**src/rtl/fetch_stage.sv**
```systemverilog
// Fetch stage: owns the fetch PC, drives the BTB lookup and instruction memory
// address, and loads the IF/ID pipeline register.
//
// Build option: define BTB_PREDICT_EN to let BTB hits with word-aligned targets
// steer the next fetch PC. With the macro undefined the BTB inputs are ignored,
// fetch is purely sequential, and the prediction fields of IF/ID stay zero.
//
// Control is a two-state FSM. BOOT spends one cycle parking the PC at RESET_PC
// with an empty IF/ID. RUN handles redirect (highest priority), stall, or a
// normal fetch.

module fetch_stage #(
    parameter logic [31:0] RESET_PC = 32'h0000_0000
) (
    input  logic        clk,
    input  logic        rst,

    input  logic        stall,
    input  logic        redirect_valid,
    input  logic [31:0] redirect_pc,

    output logic [31:0] pc_lookup,
    input  logic        btb_hit,
    input  logic [31:0] btb_target,

    output logic [31:0] imem_addr,
    input  logic [31:0] imem_rdata,

    output logic        id_valid,
    output logic [31:0] id_pc,
    output logic [31:0] id_instr,
    output logic        id_pred_taken,
    output logic [31:0] id_pred_target,

    output logic [15:0] redirect_count,
    output logic [31:0] fetch_count
);

    typedef enum logic [0:0] {
        StBoot,
        StRun
    } state_t;

    state_t      state_q, state_d;
    logic [31:0] pc_q, pc_d;

    logic        id_valid_q, id_valid_d;
    logic [31:0] id_pc_q, id_pc_d;
    logic [31:0] id_instr_q, id_instr_d;
    logic        id_pred_taken_q, id_pred_taken_d;
    logic [31:0] id_pred_target_q, id_pred_target_d;

    logic [15:0] redirect_count_q, redirect_count_d;
    logic [31:0] fetch_count_q, fetch_count_d;

    logic [31:0] next_seq;
    logic        pred_taken;
    logic [31:0] pred_target;

    // Sequential successor; 32-bit add wraps 0xFFFF_FFFC back to 0.
    assign next_seq = pc_q + 32'd4;

`ifdef BTB_PREDICT_EN
    // A hit with a misaligned target cannot be a real instruction address, so
    // it is treated as a miss rather than fetched.
    always_comb begin
        pred_taken  = btb_hit && (btb_target[1:0] == 2'b00);
        pred_target = pred_taken ? btb_target : 32'h0000_0000;
    end
`else
    logic unused_btb;

    // Prediction disabled: BTB inputs are deliberately left unconsumed.
    always_comb begin
        pred_taken  = 1'b0;
        pred_target = 32'h0000_0000;
        unused_btb  = ^{btb_hit, btb_target};
    end
`endif

    // The fetch PC is exposed combinationally to both the BTB and memory.
    assign pc_lookup = pc_q;
    assign imem_addr = pc_q;

    // Next-state and next IF/ID contents; every target holds unless overridden.
    always_comb begin
        state_d          = state_q;
        pc_d             = pc_q;
        id_valid_d       = id_valid_q;
        id_pc_d          = id_pc_q;
        id_instr_d       = id_instr_q;
        id_pred_taken_d  = id_pred_taken_q;
        id_pred_target_d = id_pred_target_q;
        redirect_count_d = redirect_count_q;
        fetch_count_d    = fetch_count_q;

        case (state_q)
            StBoot: begin
                // Redirects arriving here are dropped; boot always completes.
                state_d    = StRun;
                pc_d       = RESET_PC;
                id_valid_d = 1'b0;
            end

            StRun: begin
                if (redirect_valid) begin
                    // Redirect beats stall: the wrong-path instruction is
                    // squashed even while the pipeline is held.
                    pc_d       = redirect_pc;
                    id_valid_d = 1'b0;
                    if (redirect_count_q != 16'hFFFF) begin
                        redirect_count_d = redirect_count_q + 16'd1;
                    end
                end else if (!stall) begin
                    pc_d             = pred_taken ? pred_target : next_seq;
                    id_valid_d       = 1'b1;
                    id_pc_d          = pc_q;
                    id_instr_d       = imem_rdata;
                    id_pred_taken_d  = pred_taken;
                    id_pred_target_d = pred_target;
                    fetch_count_d    = fetch_count_q + 32'd1;
                end
            end

            default: begin
                state_d = StBoot;
            end
        endcase
    end

    // State, PC, IF/ID and counter registers with asynchronous reset.
    always_ff @(posedge clk or posedge rst) begin
        if (rst) begin
            state_q          <= StBoot;
            pc_q             <= RESET_PC;
            id_valid_q       <= 1'b0;
            id_pc_q          <= 32'h0000_0000;
            id_instr_q       <= 32'h0000_0000;
            id_pred_taken_q  <= 1'b0;
            id_pred_target_q <= 32'h0000_0000;
            redirect_count_q <= 16'h0000;
            fetch_count_q    <= 32'h0000_0000;
        end else begin
            state_q          <= state_d;
            pc_q             <= pc_d;
            id_valid_q       <= id_valid_d;
            id_pc_q          <= id_pc_d;
            id_instr_q       <= id_instr_d;
            id_pred_taken_q  <= id_pred_taken_d;
            id_pred_target_q <= id_pred_target_d;
            redirect_count_q <= redirect_count_d;
            fetch_count_q    <= fetch_count_d;
        end
    end

    assign id_valid       = id_valid_q;
    assign id_pc          = id_pc_q;
    assign id_instr       = id_instr_q;
    assign id_pred_taken  = id_pred_taken_q;
    assign id_pred_target = id_pred_target_q;
    assign redirect_count = redirect_count_q;
    assign fetch_count    = fetch_count_q;

endmodule

```
**config.mk**
```make
export PLATFORM = sky130hd
export DESIGN_NAME = fetch_stage
export DESIGN_NICKNAME = d
export VERILOG_FILES = /design/src/rtl/fetch_stage.sv
export SDC_FILE = /design/constraint.sdc
export NUM_CORES = 1
export LEC_CHECK = 0
export BUFFER_PORTS_ARGS = -buffer_cell sky130_fd_sc_hd__buf_2
export CORE_MARGIN = 2
export CORE_UTILIZATION = 48
export CTS_CLUSTER_SIZE = 40
export DETAILED_ROUTE_END_ITERATION = 10
export PLACE_DENSITY = 0.81
export SLEW_MARGIN = 20
export SYNTH_ARGS = -nofsm -noshare
export SYNTH_HDL_FRONTEND = slang
export SYNTH_SLANG_ARGS = --single-unit
```
**constraint.sdc**
```tcl
create_clock -name clk -period 4.4 [get_ports clk]
set_input_delay 0 -clock clk [delete_from_list [all_inputs] [get_ports clk]]
set_output_delay 0 -clock clk [all_outputs]
set_load 0.05 [all_outputs]
```
==> out/results.txt <==
Clock Path Buffers: 2
CTS tree: built
Synth Warn #: 0
Post-CTS setup buffer count: 0
Root buffer cell: clkbuf_16
NetSw: 1640 uW
Post-Syn Instances: 616
Drt drc: 0
ANT cells: 0
Grt met2 use: 41.4%
Seq pwr share: 38.4%
Gr busiest metal: met2
Reg-to-Reg Start: state_q
Pwr Density: 466 nW/um^2
TritonRoute pass-1 iters: 5
Worst slew margin: 35.8%
Post-synth EDFFs: 0
Mapped Area: 7020 sq um
Initial Util: 48.6%
First-pass GRT wire length: 29800 um
Design area: 9290 sq um
Element type at the critical path end: flop
Gr ovfl total: 0
ANT nets after route: 0
Tcrit/Tclk final: 61.7%
Setup_tns: 0 ns
Largest net degree at the start of global routing: 111
Outcome: finished, final reports clean
Synth unique cells: 44
H-tree levels: 4
CTS clk-pin slew, worst paths: 0.06 ns
Hold Vio Cnt, Final: 0
# rows: 44
Min-delay src: redirect_valid
FILL cells: 1116
WP data arrival: 3.01 ns
Sink Count: 146
Die ar.: 15600 sq um
Post-synth ARST share: 100%
Crit Path Class: reg -> reg
Number of global-route vias before repair: 5800
Crit. Startpoint: state_q
Tot GR Track Use: 23.9%
Sw frac: 37.8%
P_leak: 0.00468 uW
HP Class: in -> reg
Combinational family with the most area after synthesis: simple AND/OR/NAND/NOR gates
Multiplexer area fraction after synthesis: 11.3%
Final net count: 998
Area grow syn2layout: 32.4%
Dpl hpwl: 12000 um
Complex-gate fraction of the synthesized area: 4.87%
Die W: 125 um
TritonCTS Buffers: 17
Port-buffer cells: 244
Final Critical Period: 2.71 ns
RSZ-0062 raised after global routing: no
Vias per cell: 5.22
Via count: 5695
Routed wire length: 18600 um
Sequential fraction of the synthesis area: 52.1%
Worst clock skew: 0.00949 ns
Met1 usage: 28.8%
Syn Area/Cell: 11.4 sq um
Routed WL per cell: 17.0 um
Worst Tran Pin Value: 0.963 ns
Crit path required time: 4.70 ns
Ports: 311
Initial antenna violation count: 0
Worst vdd ir: 253 uV
Max-cap viol count: 0
Achievable Freq: 0.368 GHz
Adder-cell area share of the yosys netlist: 0.535%
M3 GR Usage: 5.63%
Die height: 125 um
Core Region: 14400 sq um
Simple-gate area share of the yosys netlist: 13.8%
Hold slack: 0.0948 ns
Post-synthesis xor/xnor area fraction: 8.49%
Post-DP Area: 8050 sq um
Combinational share of power: 28.9%
Max Transition Viols Final: 0
Yosys reg bits: 146
Placer congestion estimate: 0.822
CP max FO: 34
Initial DRC count: 278
Clk_lat worst skew: 0.42 ns
Share of layout cells above drive strength 1: 39.3%
Startpoint Class: flop
Pint: 2690 uW
Clock power frac: 32.7%
Synth Flop Type: dfrtp_1
Final Setup Violations: 0
-- logic make-up after synthesis --
logic type                 Yosys count
DFF                                146
AOI/OAI and AO/OA                   54
xor gates and xnor gates            68
other                                2
and+or+nand+nor                    176
adders and majority gates            3
buffers and inverters               96
muxes                               71
-- synth_stat cells, types with 14 or more instances --
cell | number | area, sq um
mux2_2 | 67 | 754
xnor2_1 | 48 | 420
buf_4 | 65 | 488
dfrtp_1 | 146 | 3650
o21ai_0 | 16 | 80.1
nand2_1 | 44 | 165
nor2_1 | 23 | 86.3
a21oi_1 | 17 | 85.1
nand4_1 | 20 | 125
nand3_1 | 28 | 140
xor2_1 | 20 | 175
nor3_1 | 14 | 70.1
-- power groups by stage --
| stage | Clock (uW) | Sequential (uW) | Combinational, uW |
|---|---|---|---|
| finish | 1420 | 1660 | 1250 |
| global route | 1510 | 1690 | 1310 |
| CTS | 1450 | 1660 | 1250 |
| global placement | 0 | 1670 | 1190 |
| detailed placement | 0 | 1680 | 1200 |
| floorplan | 0 | 2220 | 409 |
-- area by class of cell --
cell class	instances	area, sq um	share of cell area (%)
clock buffers	19	453	4.87
clock inverters	12	130	1.40
inverters	9	38.8	0.417
multi-input cells	406	2870	30.9
flip-flops and latches	146	3650	39.3
well taps	184	230	2.48
repair buffers	314	1910	20.6
-- registers in the layout, indices dropped and copies added, names as in the netlist --
| name | count |
|---|---|
| id_instr | 32 |
| state_q | 1 |
| imem_addr | 32 |
| fetch_count | 32 |
| id_valid | 1 |
| redirect_count | 16 |
| id_pc | 32 |
-- critical path: stages (launching register included) --
cell and delay [ns]:
dfrtp_1 0.97, nand2_1 0.55, nor2_4 0.22, buf_4 0.44, mux2_2 0.40
-- per-stage QoR --
stage / setup slack [ns] / util, % / instances / power (uW)
after CTS: 1.71 / 64.4 / 1090 / 4360
after detailed placement: 1.71 / 55.8 / 993 / 2890
after global routing: 1.49 / 64.4 / 1090 / 4500
after global placement: 1.75 / 55.8 / 993 / 2860
final: 1.69 / 64.4 / 1090 / 4330
after floorplan: 0.477 / - / 648 / 2620
-- what timing repair did --
item	in CTS	in global routing
hold buffers	66	0
gates resized for setup	0	0
hold endpoints to repair	174	0
-- final timing paths --
kind / end / slack (ns) / cells after the start
max: id_pc[3] / 1.69 / 4
min: imem_addr[6] / 0.09 / 3
max reg2reg: id_pc[3] / 1.69 / 4
min reg2reg: fetch_count[31] / 0.46 / 1
max in group asynchronous: imem_addr[25] / 2.94 / 4
min in group asynchronous: id_pc[25] / 0.38 / 3
-- layout by cell type (no fill, tap or decap), drive strengths merged, types with 3 or more instances in the layout --
cell / count
o21ai: 21
nand2b: 4
xor2: 20
nand4: 22
nand2: 45
and2: 7
conb: 34
buf: 248
o211a: 9
inv: 12
dlygate4sd3: 66
clkbuf: 19
mux2: 67
xnor2: 48
mux2i: 4
and4: 4
nor3: 14
and3: 8
a21oi: 17
nor2: 23
nor4: 8
nand3: 29
nor2b: 3
clkinv: 5
ha: 3
dfrtp: 146
-- per-layer routing --
layer / vias up / wire, um
li1: 2612 / -
met1: 2769 / 7430
met2: 276 / 9470
met3: 38 / 1260
met4: 0 / 399
met5: - / 0
No activity file was read; power rests on OpenSTA's default activity.
